$ cat config.mk
export PLATFORM = sky130hd
export DESIGN_NAME = i2s_tx
export DESIGN_NICKNAME = d
export VERILOG_FILES = /design/src/rtl/i2s_tx_pkg.sv /design/src/rtl/i2s_tx_sample_quantize.sv /design/src/rtl/i2s_tx.sv
export SDC_FILE = /design/constraint.sdc
export NUM_CORES = 1
export LEC_CHECK = 0
export CORE_MARGIN = 3
export CORE_UTILIZATION = 50
export DETAILED_ROUTE_END_ITERATION = 6
export GPL_TIMING_DRIVEN = 0
export HOLD_SLACK_MARGIN = 0.1
export MAX_ROUTING_LAYER = met4
export PLACE_DENSITY = 0.72
export SETUP_SLACK_MARGIN = 0.3
export SLEW_MARGIN = 10
export SYNTH_ARGS = -nofsm -noshare
export SYNTH_HDL_FRONTEND = slang
export SYNTH_SLANG_ARGS = --single-unit
$ cat constraint.sdc
create_clock -name clk -period 4.55 [get_ports clk]
set_input_delay 1.1375 -clock clk [delete_from_list [all_inputs] [get_ports clk]]
set_output_delay 1.1375 -clock clk [all_outputs]
set_load 0.01 [all_outputs]
$ cat src/rtl/i2s_tx_pkg.sv
// i2s_tx_pkg: shared defaults for the I2S transmitter and its quantizer
package i2s_tx_pkg;
   localparam int SAMPLE_WIDTH  = 24;
   localparam int FIXED_POINT   = 8;
   localparam int I2S_DAC_BITS  = 24;
   localparam int I2S_SLOT_BITS = 32;
   localparam int I2S_BCLK_DIV  = 4;
endpackage

$ cat src/rtl/i2s_tx_sample_quantize.sv
// sample_quantize: arithmetic shift of a fixed-point sample to a saturated signed DAC word
module sample_quantize
   import i2s_tx_pkg::*;
#(
   parameter int IN_WIDTH  = SAMPLE_WIDTH + FIXED_POINT,
   parameter int FRAC_BITS = FIXED_POINT,
   parameter int DAC_BITS  = I2S_DAC_BITS
)(
   input  logic signed [IN_WIDTH-1:0] din,
   output logic        [DAC_BITS-1:0] dout
);
   localparam logic signed [IN_WIDTH-1:0] MAXV = $signed({{(IN_WIDTH-DAC_BITS+1){1'b0}}, {(DAC_BITS-1){1'b1}}});
   localparam logic signed [IN_WIDTH-1:0] MINV = $signed({{(IN_WIDTH-DAC_BITS+1){1'b1}}, {(DAC_BITS-1){1'b0}}});
   logic signed [IN_WIDTH-1:0] q;
   always_comb begin
      q    = din >>> FRAC_BITS;
      dout = q > MAXV ? MAXV[DAC_BITS-1:0] : q < MINV ? MINV[DAC_BITS-1:0] : q[DAC_BITS-1:0];
   end
endmodule

$ cat src/rtl/i2s_tx.sv
// i2s_tx: Philips I2S master transmitter with valid/ready sample intake and underrun repeat
module i2s_tx
   import i2s_tx_pkg::*;
#(
   parameter int IN_WIDTH  = SAMPLE_WIDTH + FIXED_POINT,
   parameter int FRAC_BITS = FIXED_POINT,
   parameter int DAC_BITS  = I2S_DAC_BITS,
   parameter int SLOT_BITS = I2S_SLOT_BITS,
   parameter int BCLK_DIV  = I2S_BCLK_DIV
)(
   input  logic                clk,
   input  logic                rstn,
   input  logic [IN_WIDTH-1:0] left,
   input  logic [IN_WIDTH-1:0] right,
   input  logic                sample_valid,
   output logic                sample_ready,
   output logic                bclk,
   output logic                lrclk,
   output logic                sdata,
   output logic                frame_start,
   output logic                underrun
);
   typedef enum logic {IDLE, RUN} state_t;
   localparam int BW = $clog2(2*SLOT_BITS);
   localparam int DW = $clog2(BCLK_DIV+1);
   localparam logic [DW-1:0] DIV_LAST = DW'(BCLK_DIV-1);
   localparam logic [BW-1:0] BIT_LAST = BW'(2*SLOT_BITS-1);
   localparam logic [BW-1:0] SLOT     = BW'(SLOT_BITS);
   localparam logic [BW-1:0] DBITS    = BW'(DAC_BITS);
   state_t state;
   logic hold_full, fall, active;
   logic [DAC_BITS-1:0] q_l, q_r, hold_l, hold_r, last_l, last_r, sh_l, sh_r;
   logic [DW-1:0] div_cnt;
   logic [BW-1:0] bit_cnt, nxt, j;
   sample_quantize #(.IN_WIDTH(IN_WIDTH), .FRAC_BITS(FRAC_BITS), .DAC_BITS(DAC_BITS)) u_q_l (.din(left),  .dout(q_l));
   sample_quantize #(.IN_WIDTH(IN_WIDTH), .FRAC_BITS(FRAC_BITS), .DAC_BITS(DAC_BITS)) u_q_r (.din(right), .dout(q_r));
   always_comb begin
      fall   = state == RUN && bclk && div_cnt == DIV_LAST;
      nxt    = bit_cnt == BIT_LAST ? '0 : bit_cnt + 1'b1;
      j      = nxt >= SLOT ? nxt - SLOT : nxt;
      active = j != '0 && j <= DBITS;
   end
   always_ff @(posedge clk) begin
      if (!rstn) begin
         state        <= IDLE;
         sample_ready <= 1'b1;
         hold_full    <= 1'b0;
         bclk         <= 1'b0;
         lrclk        <= 1'b0;
         sdata        <= 1'b0;
         frame_start  <= 1'b0;
         underrun     <= 1'b0;
         div_cnt      <= '0;
         bit_cnt      <= '0;
         hold_l       <= '0;
         hold_r       <= '0;
         last_l       <= '0;
         last_r       <= '0;
         sh_l         <= '0;
         sh_r         <= '0;
      end else begin
         frame_start  <= 1'b0;
         underrun     <= 1'b0;
         sample_ready <= !hold_full;
         if (sample_valid && sample_ready && !hold_full) begin
            hold_full <= 1'b1;
            hold_l    <= q_l;
            hold_r    <= q_r;
         end
         if (state == IDLE) begin
            if (hold_full) begin
               state       <= RUN;
               hold_full   <= 1'b0;
               sh_l        <= hold_l;
               sh_r        <= hold_r;
               last_l      <= hold_l;
               last_r      <= hold_r;
               frame_start <= 1'b1;
               div_cnt     <= '0;
               bit_cnt     <= '0;
            end
         end else begin
            div_cnt <= div_cnt == DIV_LAST ? '0 : div_cnt + 1'b1;
            if (div_cnt == DIV_LAST)
               bclk <= !bclk;
            if (fall) begin
               bit_cnt <= nxt;
               lrclk   <= nxt >= SLOT;
               sdata   <= 1'b0;
               // wrap to bit 0: load the next frame, repeating the last pair if nothing is waiting
               if (nxt == '0) begin
                  frame_start <= 1'b1;
                  if (hold_full) begin
                     hold_full <= 1'b0;
                     sh_l      <= hold_l;
                     sh_r      <= hold_r;
                     last_l    <= hold_l;
                     last_r    <= hold_r;
                  end else begin
                     underrun <= 1'b1;
                     sh_l     <= last_l;
                     sh_r     <= last_r;
                  end
               end else if (active) begin
                  if (nxt >= SLOT)
                     {sdata, sh_r} <= {sh_r, 1'b0};
                  else
                     {sdata, sh_l} <= {sh_l, 1'b0};
               end
            end
         end
      end
   end
endmodule

==> results.sh, run 1 <==
export IMPL_status="complete, but fails checks"
export IMPL_violations="DRC"
export IMPL_async_reset_ff_share_pct=0
export IMPL_insertion_delay_ns=0.43
export IMPL_syn_area_per_cell_um2=8.85
export IMPL_cts_max_level=4
export IMPL_yosysWarnings=0
export IMPL_antenna_found_initial=0
export IMPL_hold_class="reg2reg"
export IMPL_netlist_area_mm2=0.00684
export IMPL_crit_slowest_cell="o41ai_4"
export IMPL_final_nets=917
export IMPL_hpwl_mm=12.2
export IMPL_grt_overflow=0
export IMPL_rsz0062_at_grt="false"
export IMPL_postCtsSetupRepairBufs=0
export IMPL_cp_max_fo=10
export IMPL_ys_seq_area_share_pct=47.1
export IMPL_grt_max_degree=17
export IMPL_dp_cells=1004
export IMPL_via_count=6075
export IMPL_tightest_slew_ns=0.786
export IMPL_cts_sinks=161
export IMPL_path_class="reg2reg"
export IMPL_crit_path_cell_trace="ha_1 -> buf_2 -> inv_2 -> o41ai_4 -> o211ai_1 -> a21oi_2 -> clkbuf_1 -> o21ai_1"
export IMPL_max_freq_mhz=329
export IMPL_synth_cells=773
export IMPL_synth_seq_cells=161
export IMPL_remaining_drc_errors=1
export IMPL_final_cell_mix="nand2_1 (161), dfxtp_1 (161), a21oi_1 (59)"
export IMPL_yosysTopAreaCell="dfxtp_1"
export IMPL_period_share_pct=66.7
export IMPL_coreArea_mm2=0.0133
export IMPL_worstPathRequired_ns=4.84
export IMPL_peakVddDrop_mv=0.265
export IMPL_maxSlewViolCount=0
export IMPL_drive_gt1_share_pct=11.0
export IMPL_netlist_top_cells_area="dfxtp_1 (47%), nand2_1 (8.8%), a221oi_1 (5.5%), o2bb2ai_2 (4.4%), a21oi_1 (4.3%)"
export IMPL_clkSlewWorstSetupHoldPaths_ns=0.06
export IMPL_fp_dieH_um=123
export IMPL_gp_congestion=0.892
export IMPL_maxCapViolCount=0
export IMPL_cp_end_kind="register"
export IMPL_finalHoldViolCount=0
export IMPL_ctsHoldBuffers=0
export IMPL_routedWlPerCell_um=17.4
export IMPL_critPathMaxStageDelay_ns=0.60
export IMPL_std_cell_rows=42
export IMPL_drt_antenna_violating_nets=0
export IMPL_power_total_w=0.00327
export IMPL_ys_types=58
export IMPL_max_slew_margin_rel_pct=47.6
export IMPL_dr_pass1_iters=7
export IMPL_setup_viol=0
export IMPL_worstPathArrival_ns=3.32
export IMPL_vias_per_cell=5.86
export IMPL_die_area_mm2=0.0151
export IMPL_area_growth_syn_to_layout_pct=20.3
export IMPL_drtIter0Drc=515
export IMPL_fp_dieW_um=123
export IMPL_finalWirelength_mm=18.1
export IMPL_postCtsResizedCells=0
export IMPL_skew_ns=0.00770
export IMPL_max_clock_path_buffers=2
export IMPL_grt_total_usage_pct=25.5
export IMPL_synth_edf_count=0
export IMPL_ios=73
export IMPL_fin_util_pct=61.9
export IMPL_setup_tns_ns=0
export IMPL_port_buffers=55
export IMPL_start_util_pct=51.5
export IMPL_grt_pass1_wl_mm=29.5
export IMPL_syn_nets=843
export IMPL_cts_tree="yes"
export IMPL_diodes=0
export IMPL_fin_cells=1036
export IMPL_p_leak_nw=2.87
export IMPL_p_per_area_mw_per_mm2=398
export IMPL_synth_top_area_share_pct=47.1
export IMPL_critPathLaunchType="register"
export IMPL_holdWs_ns=0.450
export IMPL_cts_root_buf="clkbuf_16"
export IMPL_synth_ff_type="dfxtp_1"
export IMPL_grt_pass1_vias=5830
export IMPL_numCtsBuffers=17
export IMPL_fin_crit_ns=3.04
==> state kept, by name, indices dropped and copies added (netlist names) <==
name and cells:
last_r 24, hold_l 24, lrclk 1, state 1, sh_r 24, underrun 1
bit_cnt 6, last_l 24, hold_full 1, hold_r 24, sdata 1, sample_ready 1
bclk 1, sh_l 24, frame_start 1, div_cnt 3
==> per-stage QoR <==
| step | setup slack, ns | instance area (um2) |
|---|---|---|
| after floorplan | 2.17 | 6840 |
| after global placement | 1.47 | 7610 |
| after detailed placement | 1.41 | 7610 |
| after CTS | 1.58 | 8230 |
| after global routing | 1.36 | 8230 |
| final | 1.51 | 8230 |
==> final timing paths <==
path	startpoint	end	slack, ns	depth (start not counted)
worst min register to register	last_l[20]	last_l[20]	0.45	2
worst min-delay path	last_l[20]	last_l[20]	0.45	2
worst max-delay path	bit_cnt[0]	last_r[21]	1.51	8
worst max register to register	bit_cnt[0]	last_r[21]	1.51	8
==> synth_stat cells (2+ instances only) <==
cell type,count
and2_0,3
nor2b_1,2
nand2_1,161
clkbuf_1,37
a221oi_1,43
buf_2,15
buf_1,3
clkinv_1,3
a21o_1,3
buf_4,3
or2_2,2
and3_1,7
nand2b_1,5
o21ai_1,43
nor3_1,5
nand3_1,56
o2bb2ai_1,25
a31oi_1,2
o2bb2ai_2,20
ha_1,3
a32o_1,2
a21oi_1,59
o21ai_4,2
buf_6,8
xor2_1,2
o31a_1,2
and2_1,42
dfxtp_1,161
nor2_1,16
o21ai_0,8
mux2i_1,3
==> critical path: cells and delay by family (launching register included) <==
kind	cells	cell delay, ns
buffers and inverters	3	0.76
DFF	1	0.51
adders and majority gates	1	0.20
AOI/OAI and AO/OA	4	1.43
==> cell type report <==
type	count	area (um2)
Fill cell	1117	5070
Multi-Input combinational cell	541	3260
Clock buffer	22	484
Inverter	5	18.8
Clock inverter	10	131
Sequential cell	161	3220
Buffer	66	338
Tap cell	176	220
Timing Repair Buffer	55	551
==> metal layers <==
layer,routed length (um),global-route usage (%)
met1,8090,32.2
met5,0,-
met2,8700,40.6
met4,340,9.20
met3,944,5.35
==> cell families (layout without fill, tap and decap cells) <==
kind of cell / after synthesis / in the layout / share of synthesized area, %
and+or+nand+nor: 307 / 307 / 21.0
adders and majority gates: 3 / 3 / 0.549
xor gates and xnor gates: 2 / 2 / 0.256
muxes: 4 / 4 / 0.603
AOI/OAI and AO/OA: 225 / 225 / 25.3
DFF: 161 / 161 / 47.1
buffers and inverters: 71 / 158 / 5.21
==> power by group <==
part | switching, W | leakage, nW | internal (W) | total, W
combinational | 0.000186 | 1.25 | 0.000117 | 0.000302
sequential | 0.0000359 | 1.31 | 0.00146 | 0.00149
clock | 0.000561 | 0.306 | 0.000917 | 0.00148
total | 0.000783 | 2.87 | 0.00249 | 0.00327
Note: power is estimated with default switching activity, not from simulation.
==> run 2, diff against run 1 <==
clock period = 2.85 ns   (was 4.55 ns; I/O delays follow)
==> run 2 against run 1 <==
The flow now finishes without violations. Sequential power grew 60%. Power grew 64%. Register-to-register slack worse by 1.3 ns. Clock skew is essentially flat. Utilization is 6.5 points higher. Flip-flop and latch count did not move.
==> results.sh, run 2 (synthesized netlist as in run 1, its figures left out) <==
export IMPL_grt_overflow=0
export IMPL_hold_path_startpoint="last_r[2]"
export IMPL_via_count=6438
export IMPL_whs_path_depth=2
export IMPL_routedWlPerCell_um=18.7
export IMPL_drive_gt1_share_pct=22.0
export IMPL_peakVddDrop_mv=0.436
export IMPL_rsz0062_at_grt="true"
export IMPL_remaining_drc_errors=0
export IMPL_cts_max_level=4
export IMPL_clkSlewWorstSetupHoldPaths_ns=0.06
export IMPL_max_freq_mhz=380
export IMPL_std_cell_rows=42
export IMPL_period_share_pct=92.3
export IMPL_ctsHoldBuffers=0
export IMPL_final_common_cell="nand2_1"
export IMPL_skew_ns=0.00765
export IMPL_coreArea_mm2=0.0133
export IMPL_setup_tns_ns=0
export IMPL_hpwl_mm=12.2
export IMPL_tightest_slew_ns=0.906
export IMPL_die_area_mm2=0.0151
export IMPL_fp_dieH_um=123
export IMPL_cts_tree="yes"
export IMPL_cts_root_buf="clkbuf_16"
export IMPL_numCtsBuffers=17
export IMPL_grt_total_usage_pct=26.7
export IMPL_ff2ff_path_depth=13
export IMPL_power_total_w=0.00538
export IMPL_ios=73
export IMPL_p_leak_nw=3.22
export IMPL_cts_sinks=161
export IMPL_setup_viol=0
export IMPL_rrSetupSlack_ns=0.22
export IMPL_drtIter0Drc=672
export IMPL_finalWirelength_mm=20.1
export IMPL_maxSlewViolCount=0
export IMPL_fp_dieW_um=123
export IMPL_grt_pass1_vias=6104
export IMPL_hold_class="reg2reg"
export IMPL_final_cell_mix="nand2_1 (161), dfxtp_1 (159), a21oi_1 (59)"
export IMPL_maxCapViolCount=0
export IMPL_diodes=0
export IMPL_insertion_delay_ns=0.43
export IMPL_cp_end_kind="register"
export IMPL_start_util_pct=51.5
export IMPL_dr_pass1_iters=5
export IMPL_grt_pass1_wl_mm=30.8
export IMPL_r2r_start="bit_cnt[0]"
export IMPL_worstPathArrival_ns=3.00
export IMPL_grt_max_degree=17
export IMPL_status="completed"
export IMPL_worstPathRequired_ns=3.21
export IMPL_hold_end="last_r[2]"
export IMPL_path_class="reg2reg"
export IMPL_finalHoldViolCount=0
export IMPL_area_growth_syn_to_layout_pct=32.9
export IMPL_final_nets=953
export IMPL_vias_per_cell=6.01
export IMPL_drt_antenna_violating_nets=0
export IMPL_fin_crit_ns=2.63
export IMPL_critPathLaunchType="register"
export IMPL_port_buffers=55
export IMPL_cp_max_fo=5
export IMPL_antenna_found_initial=0
export IMPL_max_clock_path_buffers=2
export IMPL_timing_rr_end="last_r[15]"
export IMPL_p_per_area_mw_per_mm2=592
export IMPL_gp_congestion=0.892
export IMPL_max_slew_margin_rel_pct=39.6
-- run 2: timing repair --
item | 4_1_cts | 5_1_grt
pin swaps | 5 | 17
gates resized for setup | 50 | 96
gates cloned | 2 | 4
setup buffers | 21 | 9
endpoints found under the hold margin | 0 | 0
setup endpoints to repair | 95 | 103
-- run 2: power breakdown --
group          leakage (nW)  internal, W  switching, W
clock                 0.306      0.00146      0.000907
combinational          1.60     0.000279      0.000341
sequential             1.31      0.00233     0.0000666
-- run 2: per-layer routing --
layer / up-vias / GRT usage (%) / routed length [um]
met1: 3143 / 32.9 / 8400
li1: 2999 / - / -
met2: 242 / 43.1 / 10000
met4: 0 / 10.4 / 531
met3: 54 / 5.76 / 1170
met5: - / - / 0
-- run 2: how the worst max path moves through the flow --
stage / end / startpoint / depth (start not counted) / slack [ns]
2_1_floorplan: sh_l[10] / bit_cnt[0] / 10 / 0.47
3_3_place_gp: last_l[5] / bit_cnt[0] / 8 / 0.00009
3_5_place_dp: last_l[3] / bit_cnt[0] / 8 / -0.08
4_1_cts: sh_l[15] / bit_cnt[0] / 11 / 0.31
5_1_grt: last_r[7] / bit_cnt[0] / 12 / 0.10
6_report: last_r[15] / bit_cnt[0] / 13 / 0.22
-- run 2: final cells by class --
cell class              instances  area [um2]
plain buffers                  66         494
repair buffers                 91         940
clock inverters                10         131
inverters                       5        18.8
fillers                       986        4200
multi-input cells             541        3580
well taps                     176         220
clock buffers                  22         484
flip-flops and latches        161        3230
-- run 2: worst max-delay path, stage by stage, from the launching register on --
cell      delay [ns]
dfxtp_4         0.36
ha_4            0.16
buf_6           0.11
or4b_4          0.54
o41ai_4         0.06
buf_4           0.19
o211ai_1        0.15
a21oi_2         0.33
buf_6           0.16
buf_6           0.10
buf_12          0.09
buf_16          0.11
nand3_2         0.10
o21ai_2         0.10
-- run 2: metrics by stage --
step	util (%)	instance area (um2)	worst slack (ns)	hold slack (ns)	cells
after CTS	65.1	8660	0.314	0.452	1059
after global routing	68.4	9100	0.102	0.464	1072
after detailed placement	57.3	7610	-0.0797	0.438	1004
after global placement	57.3	7610	0.0000862	0.434	1004
after floorplan	-	6840	0.468	0.419	773
final	68.4	9100	0.219	0.450	1072
